File: src/rtl/mbox_req_arb_pkg.sv
// mbox_arb_pkg: shared request/state types and one-hot mapping for the MBOX request arbiter
package mbox_arb_pkg;
  typedef enum logic [2:0] {NONE, MB, CCA, CHAN, EBOX} tArbReq;
  typedef enum logic [1:0] {IDLE, GRANT, BUSY} tArbState;
  // Bit order {mb, cca, chan, ebox} is used for every grant/cyc/eligible vector
  function automatic logic [3:0] req_onehot(tArbReq r);
    return r == MB ? 4'b1000 : r == CCA ? 4'b0100 : r == CHAN ? 4'b0010 : r == EBOX ? 4'b0001 : 4'b0000;
  endfunction
endpackage

File: src/rtl/mbox_req_arb_if.sv
// mbox_req_arb_if: request/completion inputs and grant/cycle outputs between requesters, CSH and the arbiter
interface mbox_req_arb_if;
  logic mb_req, cca_req, chan_req, ebox_req, page_fail_hold, cyc_done, cyc_abort;
  logic mb_req_grant, cca_req_grant, chan_req_grant, ebox_req_grant;
  logic mb_cyc, cca_cyc, chan_cyc, ebox_cyc;
  logic ebox_retry_req, arb_idle, ebox_promoted;
  modport master (
    output mb_req, cca_req, chan_req, ebox_req, page_fail_hold, cyc_done, cyc_abort,
    input  mb_req_grant, cca_req_grant, chan_req_grant, ebox_req_grant,
    input  mb_cyc, cca_cyc, chan_cyc, ebox_cyc, ebox_retry_req, arb_idle, ebox_promoted
  );
  modport slave (
    input  mb_req, cca_req, chan_req, ebox_req, page_fail_hold, cyc_done, cyc_abort,
    output mb_req_grant, cca_req_grant, chan_req_grant, ebox_req_grant,
    output mb_cyc, cca_cyc, chan_cyc, ebox_cyc, ebox_retry_req, arb_idle, ebox_promoted
  );
endinterface

File: src/rtl/mbox_req_arb_prio.sv
// mbox_arb_prio: fixed-priority picker; promotion lifts EBOX above CCA/CHAN but never above MB
module mbox_arb_prio
  import mbox_arb_pkg::*;
(
  input  logic [3:0] i_elig,
  input  logic       i_promoted,
  output tArbReq     o_win
);
  // Winner selection, highest priority first
  always_comb
    o_win = i_elig[3] ? MB :
            (i_promoted && i_elig[0]) ? EBOX :
            i_elig[2] ? CCA :
            i_elig[1] ? CHAN :
            i_elig[0] ? EBOX : NONE;
endmodule

File: src/rtl/mbox_req_arb.sv
// mbox_req_arb: selects one memory-cycle requester, pulses its grant and holds its cycle level until CSH ends it
module mbox_req_arb
  import mbox_arb_pkg::*;
#(
  parameter  int STARVE_MAX = 4,
  localparam int CW = $clog2(STARVE_MAX + 1)
) (
  input  logic         clk,
  input  logic         rst_n,
  mbox_req_arb_if.slave bus
);
  tArbState      r_state, w_state_nxt;
  tArbReq        r_owner, w_owner_nxt, w_win;
  logic [CW-1:0] r_cnt, w_cnt_nxt;
  logic          r_retry, w_retry_nxt;
  logic [3:0]    w_elig, w_grant, w_cyc;
  logic          w_end, w_arb, w_promoted;

  assign w_elig     = {bus.mb_req, bus.cca_req, bus.chan_req, bus.ebox_req & ~bus.page_fail_hold};
  assign w_promoted = r_cnt == CW'(STARVE_MAX);

  mbox_arb_prio u_prio (.i_elig(w_elig), .i_promoted(w_promoted), .o_win(w_win));

  // Next state: arbitrate while idle or at the completing edge, so back-to-back cycles have no dead cycle
  always_comb begin
    w_end       = r_state != IDLE && (bus.cyc_done || bus.cyc_abort);
    w_arb       = r_state == IDLE || w_end;
    w_state_nxt = w_arb ? (w_win != NONE ? GRANT : IDLE) : BUSY;
    w_owner_nxt = w_arb ? w_win : r_owner;
    w_retry_nxt = w_end && bus.cyc_abort && r_owner == EBOX;
    w_cnt_nxt   = !w_arb ? r_cnt :
                  (!w_elig[0] || w_win == EBOX) ? '0 :
                  (w_win != NONE && !w_promoted) ? r_cnt + 1'b1 : r_cnt;
  end

  // State, owner, starvation count and retry pulse registers
  always_ff @(posedge clk or negedge rst_n)
    if (!rst_n) begin
      r_state <= IDLE;
      r_owner <= NONE;
      r_cnt   <= '0;
      r_retry <= 1'b0;
    end else begin
      r_state <= w_state_nxt;
      r_owner <= w_owner_nxt;
      r_cnt   <= w_cnt_nxt;
      r_retry <= w_retry_nxt;
    end

  assign w_grant = r_state == GRANT ? req_onehot(r_owner) : 4'b0000;
  assign w_cyc   = r_state != IDLE ? req_onehot(r_owner) : 4'b0000;
  assign {bus.mb_req_grant, bus.cca_req_grant, bus.chan_req_grant, bus.ebox_req_grant} = w_grant;
  assign {bus.mb_cyc, bus.cca_cyc, bus.chan_cyc, bus.ebox_cyc} = w_cyc;
  assign bus.ebox_retry_req = r_retry;
  assign bus.arb_idle       = r_state == IDLE;
  assign bus.ebox_promoted  = w_promoted;
endmodule

File: src/flat_wrapper.sv
// flat-port wrapper written by rule: the top's interface ports become plain ports
module mbox_req_arb_flat import mbox_arb_pkg::*;
#(
  parameter  int STARVE_MAX = 4,
  localparam int CW = $clog2(STARVE_MAX + 1)
)
  (clk, rst_n, bus_mb_req, bus_cca_req, bus_chan_req, bus_ebox_req, bus_page_fail_hold, bus_cyc_done, bus_cyc_abort, bus_mb_req_grant, bus_cca_req_grant, bus_chan_req_grant, bus_ebox_req_grant, bus_mb_cyc, bus_cca_cyc, bus_chan_cyc, bus_ebox_cyc, bus_ebox_retry_req, bus_arb_idle, bus_ebox_promoted);
  mbox_req_arb_if bus_i ();
  input  logic clk;
  input  logic rst_n;
  input wire logic [$bits(bus_i.mb_req)-1:0] bus_mb_req;
  input wire logic [$bits(bus_i.cca_req)-1:0] bus_cca_req;
  input wire logic [$bits(bus_i.chan_req)-1:0] bus_chan_req;
  input wire logic [$bits(bus_i.ebox_req)-1:0] bus_ebox_req;
  input wire logic [$bits(bus_i.page_fail_hold)-1:0] bus_page_fail_hold;
  input wire logic [$bits(bus_i.cyc_done)-1:0] bus_cyc_done;
  input wire logic [$bits(bus_i.cyc_abort)-1:0] bus_cyc_abort;
  output wire logic [$bits(bus_i.mb_req_grant)-1:0] bus_mb_req_grant;
  output wire logic [$bits(bus_i.cca_req_grant)-1:0] bus_cca_req_grant;
  output wire logic [$bits(bus_i.chan_req_grant)-1:0] bus_chan_req_grant;
  output wire logic [$bits(bus_i.ebox_req_grant)-1:0] bus_ebox_req_grant;
  output wire logic [$bits(bus_i.mb_cyc)-1:0] bus_mb_cyc;
  output wire logic [$bits(bus_i.cca_cyc)-1:0] bus_cca_cyc;
  output wire logic [$bits(bus_i.chan_cyc)-1:0] bus_chan_cyc;
  output wire logic [$bits(bus_i.ebox_cyc)-1:0] bus_ebox_cyc;
  output wire logic [$bits(bus_i.ebox_retry_req)-1:0] bus_ebox_retry_req;
  output wire logic [$bits(bus_i.arb_idle)-1:0] bus_arb_idle;
  output wire logic [$bits(bus_i.ebox_promoted)-1:0] bus_ebox_promoted;
  assign bus_i.mb_req = bus_mb_req;
  assign bus_i.cca_req = bus_cca_req;
  assign bus_i.chan_req = bus_chan_req;
  assign bus_i.ebox_req = bus_ebox_req;
  assign bus_i.page_fail_hold = bus_page_fail_hold;
  assign bus_i.cyc_done = bus_cyc_done;
  assign bus_i.cyc_abort = bus_cyc_abort;
  assign bus_mb_req_grant = bus_i.mb_req_grant;
  assign bus_cca_req_grant = bus_i.cca_req_grant;
  assign bus_chan_req_grant = bus_i.chan_req_grant;
  assign bus_ebox_req_grant = bus_i.ebox_req_grant;
  assign bus_mb_cyc = bus_i.mb_cyc;
  assign bus_cca_cyc = bus_i.cca_cyc;
  assign bus_chan_cyc = bus_i.chan_cyc;
  assign bus_ebox_cyc = bus_i.ebox_cyc;
  assign bus_ebox_retry_req = bus_i.ebox_retry_req;
  assign bus_arb_idle = bus_i.arb_idle;
  assign bus_ebox_promoted = bus_i.ebox_promoted;
  mbox_req_arb #(.STARVE_MAX(STARVE_MAX)) u_core (.clk(clk), .rst_n(rst_n), .bus(bus_i));
endmodule
File: config.mk
export PLATFORM = sky130hd
export DESIGN_NAME = mbox_req_arb_flat
export DESIGN_NICKNAME = d
export VERILOG_FILES = /design/src/rtl/mbox_req_arb_pkg.sv /design/src/rtl/mbox_req_arb_if.sv /design/src/rtl/mbox_req_arb_prio.sv /design/src/rtl/mbox_req_arb.sv /design/src/flat_wrapper.sv
export SDC_FILE = /design/constraint.sdc
export NUM_CORES = 1
export LEC_CHECK = 0
export ABC_AREA = 1
export CAP_MARGIN = 10
export CORE_MARGIN = 5
export CORE_UTILIZATION = 38
export CTS_BUF_LIST = sky130_fd_sc_hd__clkbuf_16
export DETAILED_ROUTE_END_ITERATION = 10
export PLACE_DENSITY = 0.72
export SYNTH_ARGS = -nofsm -noshare
export SYNTH_HDL_FRONTEND = slang
export SYNTH_SLANG_ARGS = --single-unit
File: constraint.sdc
create_clock -name clk -period 1.2 [get_ports clk]
set_input_delay 0.12 -clock clk [delete_from_list [all_inputs] [get_ports clk]]
set_output_delay 0.12 -clock clk [all_outputs]
set_load 0.1 [all_outputs]
==> results of run 1 <==
## stage by stage
stage,setup TNS (ps),utilization (%),instances
floorplan,-3414,-,73
global placement,-119.5,73.59,113
detailed placement,-168.3,73.59,113
CTS,-892.3,94.81,130
## kinds of logic after synthesis
group           share of synthesized area, %
simple gates                           38.70
buf+inv                                9.396
flops                                  40.27
compound gates                         5.593
fa+ha+maj                              4.474
xor+xnor                               1.566
## Yosys cell counts
| cell type | count | share of area (%) |
|---|---|---|
| o21ai_0 | 1 | 0.89 |
| inv_1 | 12 | 8.1 |
| nand2_8 | 1 | 3.6 |
| nor3_1 | 2 | 1.8 |
| dfrtp_1 | 9 | 40 |
| nand3_1 | 9 | 8.1 |
| inv_2 | 2 | 1.3 |
| nor2_4 | 3 | 6.0 |
| xor2_1 | 1 | 1.6 |
| nand2_1 | 11 | 7.4 |
| ha_1 | 2 | 4.5 |
| nor2_1 | 13 | 8.7 |
| o21ai_1 | 4 | 3.6 |
| nand4_1 | 1 | 1.1 |
| a31oi_1 | 1 | 1.1 |
| nand2_4 | 1 | 2.0 |
## what timing repair did
| action | in CTS |
|---|---|
| gates resized for setup | 28 |
| buffers inserted | 13 |
| gates cloned | 0 |
| setup endpoints to repair | 15 |
| pin swaps | 15 |
==> impl_results.md, run 1 <==
- Status: did not finish
- Fail Step: 5_1_grt
- Log Error: [ERROR DPL-0033] detailed placement checks failed during check placement.
- Worst slack, placed: -78.27 ps
- Total CTS buffers: 3
- Clock Tree Buf Depth: 2
- Kind of the worst endpoint: sequential cell input
- Post-CTS Hold Fix Bufs: 0
- Detailed placer's ending HPWL: 1.054 mm
- Sequential share of the synthesized area: around two fifths
- I/O Buffers: 19
- Initial core utilization: 41.43%
- Largest net degree at the start of global routing: 10
- Rows: 13
- Antenna violations before repair: 0
- Die Wd: a little under 50 um
- Synth Area per Inst: 7.661 sq um
- Worst endpoint after global-route timing repair: u_core.r_state[0]$_DFF_PN0_/D
- Placed cell areas: between 900 and 1000 sq um
- H-tree levels: 1
- Overall die height: 48.37 um
- GPL Wtd Cong: 0.7776
- Synthesized flop and latch total: 9
- Io pins: 20
- CTS root buf: clkbuf_16
- Syn Std Cell Area: 559.3 sq um
- Synthesized Nets: 84
- Synth Warn #: 0
- Clock sink count: 9
- Yosys cell types: 16
- Syn Inst Count: 73
==> run 2, diff against run 1 <==
--- a/config.mk
+++ b/config.mk
@@ -7,11 +7,10 @@
 export LEC_CHECK = 0
 export ABC_AREA = 1
 export CAP_MARGIN = 10
-export CORE_MARGIN = 5
-export CORE_UTILIZATION = 38
-export CTS_BUF_LIST = sky130_fd_sc_hd__clkbuf_16
+export CORE_AREA = 5 5 66 68
 export DETAILED_ROUTE_END_ITERATION = 10
-export PLACE_DENSITY = 0.72
+export DIE_AREA = 0 0 71 73
+export PLACE_DENSITY_LB_ADDON = 0.15
 export SYNTH_ARGS = -nofsm -noshare
 export SYNTH_HDL_FRONTEND = slang
 export SYNTH_SLANG_ARGS = --single-unit
==> constraint.sdc (replaced) <==
create_clock -name clk -period 1.6 [get_ports clk]
set_input_delay 0.16 -clock clk [delete_from_list [all_inputs] [get_ports clk]]
set_output_delay 0.16 -clock clk [all_outputs]
set_load 0.1 [all_outputs]
==> run 2 against run 1 <==
- area after synthesis unchanged
- the run now ends clean
- synthesized cell count unchanged
==> impl_results.md, run 2 <==
- Via count: 525
- Antenna violations before repair: 0
- Initial core utilization: 14.72%
- Total CTS buffers: 3
- Worst slew margin: 72.11%
- Clock Latency Late Sink: 230 ps
- Lkg Pwr: approximately 0.45 nW
- Max Fclk: 705.3 MHz
- CTS root buf: clkbuf_8
- Critical path cell sequence: inv_1 -> nand3_1 -> nor2_1 -> buf_12
- Synth Flop Type: dfrtp_1
- Core ar.: 3799 sq um
- Area contributors post-synth: dfrtp_1 40%, nor2_1 8.7%, nand3_1 8.1%, inv_1 8.1%, nand2_1 7.4%
- Detailed placer's ending HPWL: roughly 1.2 mm
- Largest net degree at the start of global routing: 10
- Worst-Margin Slew: between 400 and 500 ps
- Buf+Inv Stages, Crit Path: 2
- Worst Path Arrival: 1260 ps
- # diodes: 0
- Syn Std Cell Area: about 560 sq um
- Critical-path top delay cell: dfrtp_1
- Status: finished clean
- Peak supply drop: 365.7 uV
- Crit Path Max Fanout: 4
- Synthesized flop and latch total: 9
- Overall die height: 73 um
- PwrDens: 848.5 nW/um^2
- Final Max Slew Viols: 0
- Final core occ: roughly 26%
- Asr flop ratio synth: 100.0%
- Gr usage total: slightly below 6%
- Sequential share of the synthesized area: 40.27%
- Clock Tree Buf Depth: 2
- Unrepaired setup endpoints after global routing: no
- WS Path Type: flip-flop to output port
- Nets: 108
- Rows: 23
- Clock sink count: 9
- GPL Wtd Cong: 0.8266
- Post-CTS Setup Bufs: 0
- Top cell family by delay on the critical path: flip-flops
- First drt pass iteration count: 3
- Count leader, synth: nor2_1
- Max incr delay on CP: 400 ps
- CTS clock-pin slew for the worst setup and hold paths: ~50 ps
- Final WL: 1.399 mm
- Vias in the first global route: 536
- Syn Inst Count: 73
- CP required: 1440 ps
- Grt total ovfl: 0
- Die Wd: 71 um
- CP Launch Type: flip-flop
- Synth top cells by count: 13 x nor2_1, 12 x inv_1, 11 x nand2_1, 9 x dfrtp_1, 9 x nand3_1
- Commonest non-fill, non-tap cell in the layout: inv_1
- Layout cell share with drive strength beyond 1: between 20% and 30%
- Routed WL per cell: 9.582 um
- Worst hold path class: input pin to async pin
- Final Cycle Share: 88.62%
- Post-CTS Hold Fix Bufs: 0
- Post-route DRC: 0
- Top flop regs: u_core.r_cnt x3, u_core.r_owner x3, u_core.r_state x2
- Endpoints failing hold: 0
- Area Overhead vs Synth: 73.83%
- Synth Warn #: 0
- H-tree levels: 1
- Area of the die: slightly above 5000 sq um
- Yosys cell types: 16
- Antenna Nets Post-Route: 0
- Tot Pwr: 824.8 uW
- Number of synthesized flops with an enable pin: 0
- Max cap viols: 0
- Fin Setup TNS: 0 ps
- # resized after CTS: 0
- Synth area leader: dfrtp_1
- First-pass GRT wire length: between 2 and 2.5 mm
- Synth Area per Inst: ~7.7 sq um
- Most frequent cells in the layout: 12 x inv_1, 11 x nor2_1, 11 x nand2_1, 11 x buf_12
- Io pins: 20
- Final setup violation count: 0
- Tmin final: 1418 ps
- CTS tree: yes
- Area fraction of the dominant cell type after synthesis: 40.27%
- Vias per std cell: 3.596
- Synthesized Nets: 84
- I/O Buffers: 19
- First DRT Iteration DRCs: 4
- CP endpoint kind: output port
- Clock Skew: 0.5168 ps
[run 2: cell counts after synthesis]
No cell type changed its count.
[run 2: report_power, final]
| part | total, mW | internal, mW | leakage, nW | switching, mW |
|---|---|---|---|---|
| Combinational | 0.309 | 0.107 | 0.312 | 0.202 |
| Clock | 0.263 | 0.174 | 0.0228 | 0.0892 |
| Sequential | 0.253 | 0.241 | 0.115 | 0.0119 |
| Total | 0.825 | 0.522 | 0.451 | 0.303 |
[run 2: layout make-up]
cell class                      instances  area (sq um)
Multi-Input combinational cell         50         286.5
Tap cell                               50         62.56
Timing Repair Buffer                   19         300.3
Fill cell                             422          2826
Inverter                               14         52.55
Sequential cell                         9         225.2
Clock buffer                            4         45.04
[run 2: worst paths after layout]
| check | from | to | slack [ps] | depth (start not counted) |
|---|---|---|---|---|
| worst max-delay path | u_core.r_owner[0] | bus_ebox_cyc | 180 | 4 |
| worst min-delay path | rst_n | u_core.r_cnt[1] | 230 | 1 |
| worst max register to register | u_core.r_cnt[0] | u_core.r_state[0] | 300 | 9 |
| worst min register to register | u_core.r_owner[2] | u_core.r_owner[2] | 510 | 2 |
| max in group asynchronous | rst_n | u_core.r_state[1] | 1080 | 1 |
| min in group clk | u_core.r_owner[2] | u_core.r_owner[2] | 510 | 2 |
[run 2: layer usage]
layer / global-route usage (%) / vias to the layer above / routed length (um)
met4: 1.879 / 0 / 13
met3: 3.444 / 2 / 164
met2: 9.166 / 21 / 617
li1: - / 273 / -
met5: 0 / - / 0
met1: 6.645 / 229 / 604
[run 2: stage by stage]
stage	hold WS [ps]	worst slack (ps)	instances	cell area, sq um
finish	232.2	182.1	146	972.2
global route	261.5	85.24	146	972.2
CTS	239.4	155.4	146	972.2
detailed placement	489.9	296.5	142	927.1
global placement	487.5	310.0	142	927.1
floorplan	-135.6	-394.4	73	564.3
[run 2: logic make-up after synthesis]
kind of cell / Yosys count / synth area share, %
and+or+nand+nor: 41 / 38.70
buffers and inverters: 14 / 9.396
DFF: 9 / 40.27
AOI/OAI and AO/OA: 6 / 5.593
adders and majority gates: 2 / 4.474
xor gates and xnor gates: 1 / 1.566
Note: power is estimated with default switching activity, not from simulation.
